`src/rtl/uart_tx_buffer.sv`:
```
// uart_tx_buffer
//   Byte FIFO plus handshake sequencer sitting directly in front of the UART
//   transmitter. Bytes are queued at any rate. One byte at a time is presented
//   on para_data with a single-cycle uart_tx_enable strobe. The next byte is
//   released only after the transmitter has raised and then dropped tx_done.
//
// Ports
//   uart_clk        system clock
//   uart_rst_p      synchronous reset, active-high
//   wr_en/wr_data   byte write strobe and data
//   fifo_full       DEPTH entries stored
//   fifo_empty      no entries stored
//   fifo_count      entries stored, 0..DEPTH
//   wr_ovf          1-cycle pulse, a write was dropped because the FIFO was full
//   tx_done         frame-complete flag from the transmitter
//   uart_tx_enable  1-cycle start pulse to the transmitter
//   para_data       byte being transmitted, stable for the whole frame
//   tx_busy         high whenever the sequencer is not idle
//   tx_err          1-cycle pulse, watchdog abort of the current frame
//
// State table
//   state | meaning
//   IDLE  | waiting for a queued byte while tx_done is low
//   LOAD  | pop head of FIFO into para_data
//   START | uart_tx_enable high for this single cycle
//   BUSY  | frame in flight, waiting for tx_done (watchdog runs here)
//   DRAIN | waiting for tx_done to clear before the next frame
module uart_tx_buffer #(
  parameter int DEPTH      = 16,
  parameter int ADDR_W     = 4,
  parameter int TX_TIMEOUT = 0
) (
  input  logic              uart_clk,
  input  logic              uart_rst_p,
  input  logic              wr_en,
  input  logic [7:0]        wr_data,
  output logic              fifo_full,
  output logic              fifo_empty,
  output logic [ADDR_W:0]   fifo_count,
  output logic              wr_ovf,
  input  logic              tx_done,
  output logic              uart_tx_enable,
  output logic [7:0]        para_data,
  output logic              tx_busy,
  output logic              tx_err
);

  localparam int WD_W = (TX_TIMEOUT > 1) ? $clog2(TX_TIMEOUT) : 1;

  typedef enum logic [2:0] {
    S_IDLE,
    S_LOAD,
    S_START,
    S_BUSY,
    S_DRAIN
  } state_t;

  state_t            state;
  logic [7:0]        mem [DEPTH];
  logic [ADDR_W-1:0] wr_ptr;
  logic [ADDR_W-1:0] rd_ptr;
  logic [ADDR_W:0]   count_nxt;
  logic [WD_W-1:0]   wd_cnt;
  logic              wr_accept;
  logic              pop;

  // Full is judged on the registered flag, so a write while full is dropped
  // even if a pop happens in the same cycle.
  assign wr_accept = wr_en && !fifo_full;
  // LOAD is only entered with a non-empty FIFO, so the pop is always valid.
  assign pop       = (state == S_LOAD);

  always_comb begin
    count_nxt = fifo_count;
    if (wr_accept && !pop)
      count_nxt = fifo_count + (ADDR_W+1)'(1);
    else if (!wr_accept && pop)
      count_nxt = fifo_count - (ADDR_W+1)'(1);
  end

  always_ff @(posedge uart_clk) begin
    if (!uart_rst_p && wr_accept)
      mem[wr_ptr] <= wr_data;
  end

  always_ff @(posedge uart_clk) begin
    if (uart_rst_p) begin
      wr_ptr     <= '0;
      rd_ptr     <= '0;
      fifo_count <= '0;
      fifo_full  <= 1'b0;
      fifo_empty <= 1'b1;
      wr_ovf     <= 1'b0;
    end else begin
      if (wr_accept)
        wr_ptr <= wr_ptr + ADDR_W'(1);
      if (pop)
        rd_ptr <= rd_ptr + ADDR_W'(1);
      fifo_count <= count_nxt;
      // DEPTH is a power of two, so the count MSB alone flags full.
      fifo_full  <= count_nxt[ADDR_W];
      fifo_empty <= (count_nxt == '0);
      wr_ovf     <= wr_en && fifo_full;
    end
  end

  always_ff @(posedge uart_clk) begin
    if (uart_rst_p) begin
      state          <= S_IDLE;
      uart_tx_enable <= 1'b0;
      para_data      <= 8'h00;
      tx_busy        <= 1'b0;
      tx_err         <= 1'b0;
      wd_cnt         <= '0;
    end else begin
      uart_tx_enable <= 1'b0;
      tx_err         <= 1'b0;
      case (state)
        S_IDLE: begin
          if (!fifo_empty && !tx_done) begin
            state   <= S_LOAD;
            tx_busy <= 1'b1;
          end
        end
        S_LOAD: begin
          para_data      <= mem[rd_ptr];
          uart_tx_enable <= 1'b1;
          state          <= S_START;
        end
        S_START: begin
          // Down-counter loaded on BUSY entry; terminal count 0 marks the
          // TX_TIMEOUT-th cycle spent in BUSY.
          wd_cnt <= WD_W'(TX_TIMEOUT - 1);
          state  <= S_BUSY;
        end
        S_BUSY: begin
          if (tx_done) begin
            state <= S_DRAIN;
          end else if (TX_TIMEOUT != 0 && wd_cnt == '0) begin
            state   <= S_IDLE;
            tx_busy <= 1'b0;
            tx_err  <= 1'b1;
          end else begin
            wd_cnt <= wd_cnt - WD_W'(1);
          end
        end
        S_DRAIN: begin
          if (!tx_done) begin
            state   <= S_IDLE;
            tx_busy <= 1'b0;
          end
        end
        default: begin
          state   <= S_IDLE;
          tx_busy <= 1'b0;
        end
      endcase
    end
  end

endmodule
```
`config.mk`:
```
export PLATFORM = sky130hd
export DESIGN_NAME = uart_tx_buffer
export DESIGN_NICKNAME = d
export VERILOG_FILES = /design/src/rtl/uart_tx_buffer.sv
export SDC_FILE = /design/constraint.sdc
export NUM_CORES = 1
export LEC_CHECK = 0
export CAP_MARGIN = 20
export CELL_PAD_IN_SITES_DETAIL_PLACEMENT = 0
export CELL_PAD_IN_SITES_GLOBAL_PLACEMENT = 1
export CORE_UTILIZATION = 46
export CTS_CLUSTER_SIZE = 16
export DETAILED_ROUTE_END_ITERATION = 10
export PLACE_DENSITY = 0.87
export SLEW_MARGIN = 10
export SYNTH_ARGS = -nofsm -noshare
export SYNTH_HDL_FRONTEND = slang
export SYNTH_SLANG_ARGS = --single-unit
```
`constraint.sdc`:
```
create_clock -name uart_clk -period 1.9 [get_ports uart_clk]
set_input_delay 0.19 -clock uart_clk [delete_from_list [all_inputs] [get_ports uart_clk]]
set_output_delay 0.19 -clock uart_clk [all_outputs]
set_load 0.005 [all_outputs]
```
## Yosys cells after proc, flatten, opt, wreduce, memory -nomap -nowiden

Memory sizes are Yosys's and may differ from the RTL's. A register that Yosys moved wholly into a read port is not among the register bits.
Index checks and enable logic that the tools add are counted.

- Memories: 1
- Word-level logic and storage cells: 51
- Memory bits (writable): 128
- Bits of input ports: 12
- Output and inout bits: 19
- Bits in registers: 21

Memories:

| memory | depth | bits a word | read ports | clocked after Yosys merged registers in | write ports | line | text |
|---|---|---|---|---|---|---|---|
| mem | 16 | 8 | 1 | 1 | 1 | 59 | `logic [7:0] mem [DEPTH];` |

- Mux-type cells: 12
- Reduce and logical (&&, ||, !) cells: 17
- Bitwise operators: 1
- Eq/ne operators: 7
- Add/sub/neg operators: 4

Operator list:

| kind | count |
|---|---|
| case mux 3 bit (5 select lines) | 1 |
| two-way mux 5 bit | 2 |
| two-way mux 3 bit | 3 |
| adder 4 x 1 -> 4 bit, second input constant | 2 |
| == test 3 x 2 -> 1 bit, second input constant | 2 |
| logical AND 1 bit | 6 |
| zero test 1 bit | 6 |
| inequality test 2 bit, second input constant | 3 |
| AND reduction 3 bit | 2 |
| adder 5 x 1 -> 5 bit, second input constant | 1 |
| zero test 5 bit | 1 |
| two-way mux 1 bit | 5 |
| subtractor 5 x 1 -> 5 bit, second input constant | 1 |
| == test 3 x 1 -> 1 bit, second input constant | 1 |
| == test 3 bit, second input constant | 1 |
| zero test 3 bit | 1 |
| case mux 1 bit (3 select lines) | 1 |
| OR reduction 3 bit | 1 |
| NOT 1 bit | 1 |

## Depth between registers and ports, before layout

Gate-level depths: netlist of the first run.

- Depth in word-level cells: 7
- Depth in mapped cells: 7
- Depth with buffers taken out: 6

## Least setup slack after synthesis of the first run

OpenSTA, ideal clock, no wires.

- Path kind: register to register
- Start: reg fifo_full
- End: mem mem[0][0] (enable)
- Path slack: -0.109 ns
- Stages on the path, launching flop included: 6
- Path buffers: 1
- Setup time: 0.383 ns
- Data required time: 1.517 ns
- Data arrival time: 1.626 ns
- Clock period less this slack: 2.009 ns
- Cells stage by stage: dfxtp_1 nand2b_1 clkbuf_1 nor2_1 nand2_1 nor3_1

- Cells in the longest elaborated chain, start to end: 5

RTL lines:

| item | line | text |
|---|---|---|
| start, declared | 37 | `output logic fifo_full,` |
| start signal, assigned | 101 | `fifo_full <= count_nxt[ADDR_W];` |
| zero test 1 bit | 69 | `assign wr_accept = wr_en && !fifo_full;` |
| logical AND 1 bit | 69 |  |
| logical AND 1 bit | 82 | `if (!uart_rst_p && wr_accept)` |
| two-way mux 1 bit | 82 |  |
| two-way mux 1 bit (not written as such) | 83 | `mem[wr_ptr] <= wr_data;` |
| end, declared | 59 |  |

No other way between the ends.

==> flow_metrics.tcl, run 1 <==
set metrics [dict create \
    dieArea_um2 13900 \
    avgViaCountPerCell 5.47 \
    r2r_slack_ns 0.09 \
    fmax_mhz 554 \
    coreArea_um2 12800 \
    cp_data_arrival_time_ns 2.10 \
    worst_pin_slew_ns 0.734 \
    synth_area_leaders "edfxtp_1, mux4_2, dfxtp_1" \
    timing_worst_setup_path_type "reg2reg" \
    cts_made_buffers 17 \
    place_congestion 0.803 \
    start_kind "flop" \
    antenna_found_initial 0 \
    slew_viol_final 0 \
    synth-seq-area-share_pct 71.4 \
    die_h_um 118 \
    n_antenna_cell 0 \
    first_pass_iters 4 \
    internal_power_w 0.00609 \
    min_path_type "in2reg" \
    io_buffers 29 \
    period_share_pct 95.1 \
    crit_fanout 6 \
    synth_ff_type "edfxtp_1" \
    cts_sinks 156 \
    grt_pass1_vias 3473 \
    cts_tree "built" \
    synth-xor-area-share_pct 1.54 \
    n_fill_cell 962 \
    pwr-share-comb_pct 15.2 \
    wl_per_cell_um 20.0 \
    status "completed" \
    synthArstFlopShare_pct 0 \
    synth_top_family_by_area "multiplexers" \
    clock_latency_ns 0.41 \
    grtUsageMet3_pct 5.23 \
    layout_common_cells "edfxtp_1, nor2_1, mux4_2, clkdlybuf4s50_1, buf_4" \
    yosysTopAreaCell "edfxtp_1" \
    synth_area_um2 6170 \
    dp.cells 582 \
    die_w_um 118 \
    seq_power_share_pct 48.9 \
    drc 0 \
    overflow 0 \
    postSynthAreaPerCell_um2 16.6 \
    clkPwrFrac_pct 35.9 \
    cts-hold-fix-buffers 0 \
    final_layout_size_suffix_gt1_share_pct 22.7 \
    grt_max_degree 36 \
    max-slew-margin-rel_pct 50.9 \
    ant_nets 0 \
    switching_power_w 0.00193 \
    gr-usage-all-layers_pct 19.5 \
    synth_edf_count 128 \
    instances_no_fill 613 \
    grtUsageMet1_pct 25.9 \
    totalWireLength_mm 12.3 \
    maxCapViolCount 0 \
    p_leak_nw 2.43 \
    fp-row-count 41 \
    num_vias 3354 \
    start_util_pct 48.1 \
    period_needed_ns 1.81 \
    postCtsSetupBuffers 0 \
    switching_share_pct 24.1 \
    synthAdderAreaFrac_pct 1.42 \
    drt-initial-drc-count 283 \
    globalRouteMet2Util_pct 30.8 \
    root_buffer "clkbuf_16" \
    power_density_nw_per_um2 1090 \
    cts-htree-levels 4 \
    synth_top_area_share_pct 62.3 \
    clkTransAtPathRegs_ns 0.06 \
    grt_pass1_wl_mm 19.7 \
    ys_seq_elements 156 \
    p_total_w 0.00802 \
    dp_hpwl_mm 8.19 \
    yosys.area_share.simple_pct 6.33 \
    irDropWorstVdd_mv 0.738 \
    synth_compound_area_share_pct 5.07 \
    finalHoldViolations 0 \
    area_growth_pct 19.6 \
    synth_mux_area_share_pct 11.8 \
    cts_resized 1 \
    yosys_warnings 0 \
    ios 31 \
    skew_ns 0.00769 \
    nets 448 \
    rsz0062_at_grt "no" \
    final_common_cell "edfxtp_1" \
    mappedNetlistNets 391 \
    whs_ns 0.442 \
    end_kind "flop" \
    syn_inst 372 \
    clockBufferDepth 2 \
    setup_viol 0 \
    required_ns 2.19 \
    yosysUniqueCellTypes 37 \
    grt-busiest-layer "met2" \
]
==> state kept, by name (all words and copies together), names as in the netlist <==
register and count:
fifo_empty 1, rd_ptr 4, para_data 8, uart_tx_enable 1
wr_ptr 4, mem 128, fifo_count 4, wr_ovf 1
state 3, tx_busy 1, fifo_full 1
==> worst max-delay path, stage by stage (launching register included) <==
cell	delay, ns
dfxtp_4	0.41
buf_4	0.21
mux4_2	0.53
a22oi_1	0.25
a21oi_1	0.11
a21oi_1	0.13
nor2_1	0.05
==> kinds of logic after synthesis <==
logic type               count (synthesis)
other                                    1
multiplexers                            33
AND/OR/NAND/NOR                         88
flip-flops                             156
adder cells (fa/ha/maj)                  7
buffers and inverters                   29
AO/OA/AOI/OAI                           48
XOR/XNOR                                10
==> through the flow <==
step	cell area (um2)	setup TNS, ns	util [%]	setup WS (ns)
final	7370	0	57.5	0.0940
after detailed placement	6860	-0.755	53.5	-0.0419
after CTS	7370	0	57.5	0.0404
after floorplan	6190	0	-	0.104
after global routing	7370	0	57.5	0.0172
after global placement	6860	-1.33	53.5	-0.0506
==> worst paths after layout <==
| kind | from | to | cells past startpoint |
|---|---|---|---|
| setup / recovery | rd_ptr[0]$_SDFFE_PP0P_ | para_data[5]$_SDFFE_PP0P_ | 6 |
| hold / removal | tx_done | state[2]$_SDFFE_PP0P_ | 3 |
| setup reg to reg | rd_ptr[0]$_SDFFE_PP0P_ | para_data[5]$_SDFFE_PP0P_ | 6 |
| hold reg to reg | para_data[1]$_SDFFE_PP0P_ | para_data[1]$_SDFFE_PP0P_ | 2 |
==> cells in the mapped netlist (all sizes together) (2+ instances only) <==
cell type,count
nand2,15
xnor2,4
dfxtp,28
nor3,9
ha,7
nand3,2
nor2b,3
nor2,48
a21oi,24
xor2,6
a22oi,16
a31oi,3
nand2b,3
mux4,32
inv,5
buf,15
clkbuf,9
nand4,2
edfxtp,128
==> routing by layer <==
layer  wire [um]  part of all wire, %
met1        5210                   42
met2        6100                   50
met3         841                  6.9
met4         123                  1.0
met5           0                    0
==> power groups by stage <==
stage	logic (W)	registers [W]	clock network, W
floorplan	0.000770	0.00397	0
global placement	0.00119	0.00398	0
detailed placement	0.00122	0.00399	0
CTS	0.00123	0.00392	0.00293
global route	0.00134	0.00394	0.00307
finish	0.00122	0.00392	0.00288
==> area by class of cell <==
class                      instances  area, um2  area share (%)
clock buffer                      18        429            5.82
clock inverter                    13       80.1            1.09
inverter                           5       18.8           0.254
multi-input combinational        187       1640            22.2
sequential                       156       4410            59.8
tap                              172        215            2.92
timing repair buffer              62        583            7.91
Note: power is estimated with default switching activity, not from simulation.
==> run 2, diff against run 1 <==
--- a/config.mk
+++ b/config.mk
@@ -9,7 +9,6 @@
 export CELL_PAD_IN_SITES_DETAIL_PLACEMENT = 0
 export CELL_PAD_IN_SITES_GLOBAL_PLACEMENT = 1
 export CORE_UTILIZATION = 46
-export CTS_CLUSTER_SIZE = 16
 export DETAILED_ROUTE_END_ITERATION = 10
 export PLACE_DENSITY = 0.87
 export SLEW_MARGIN = 10
==> results of run 2 <==
Final layout, timing and power as in run 1 (identical DEF).
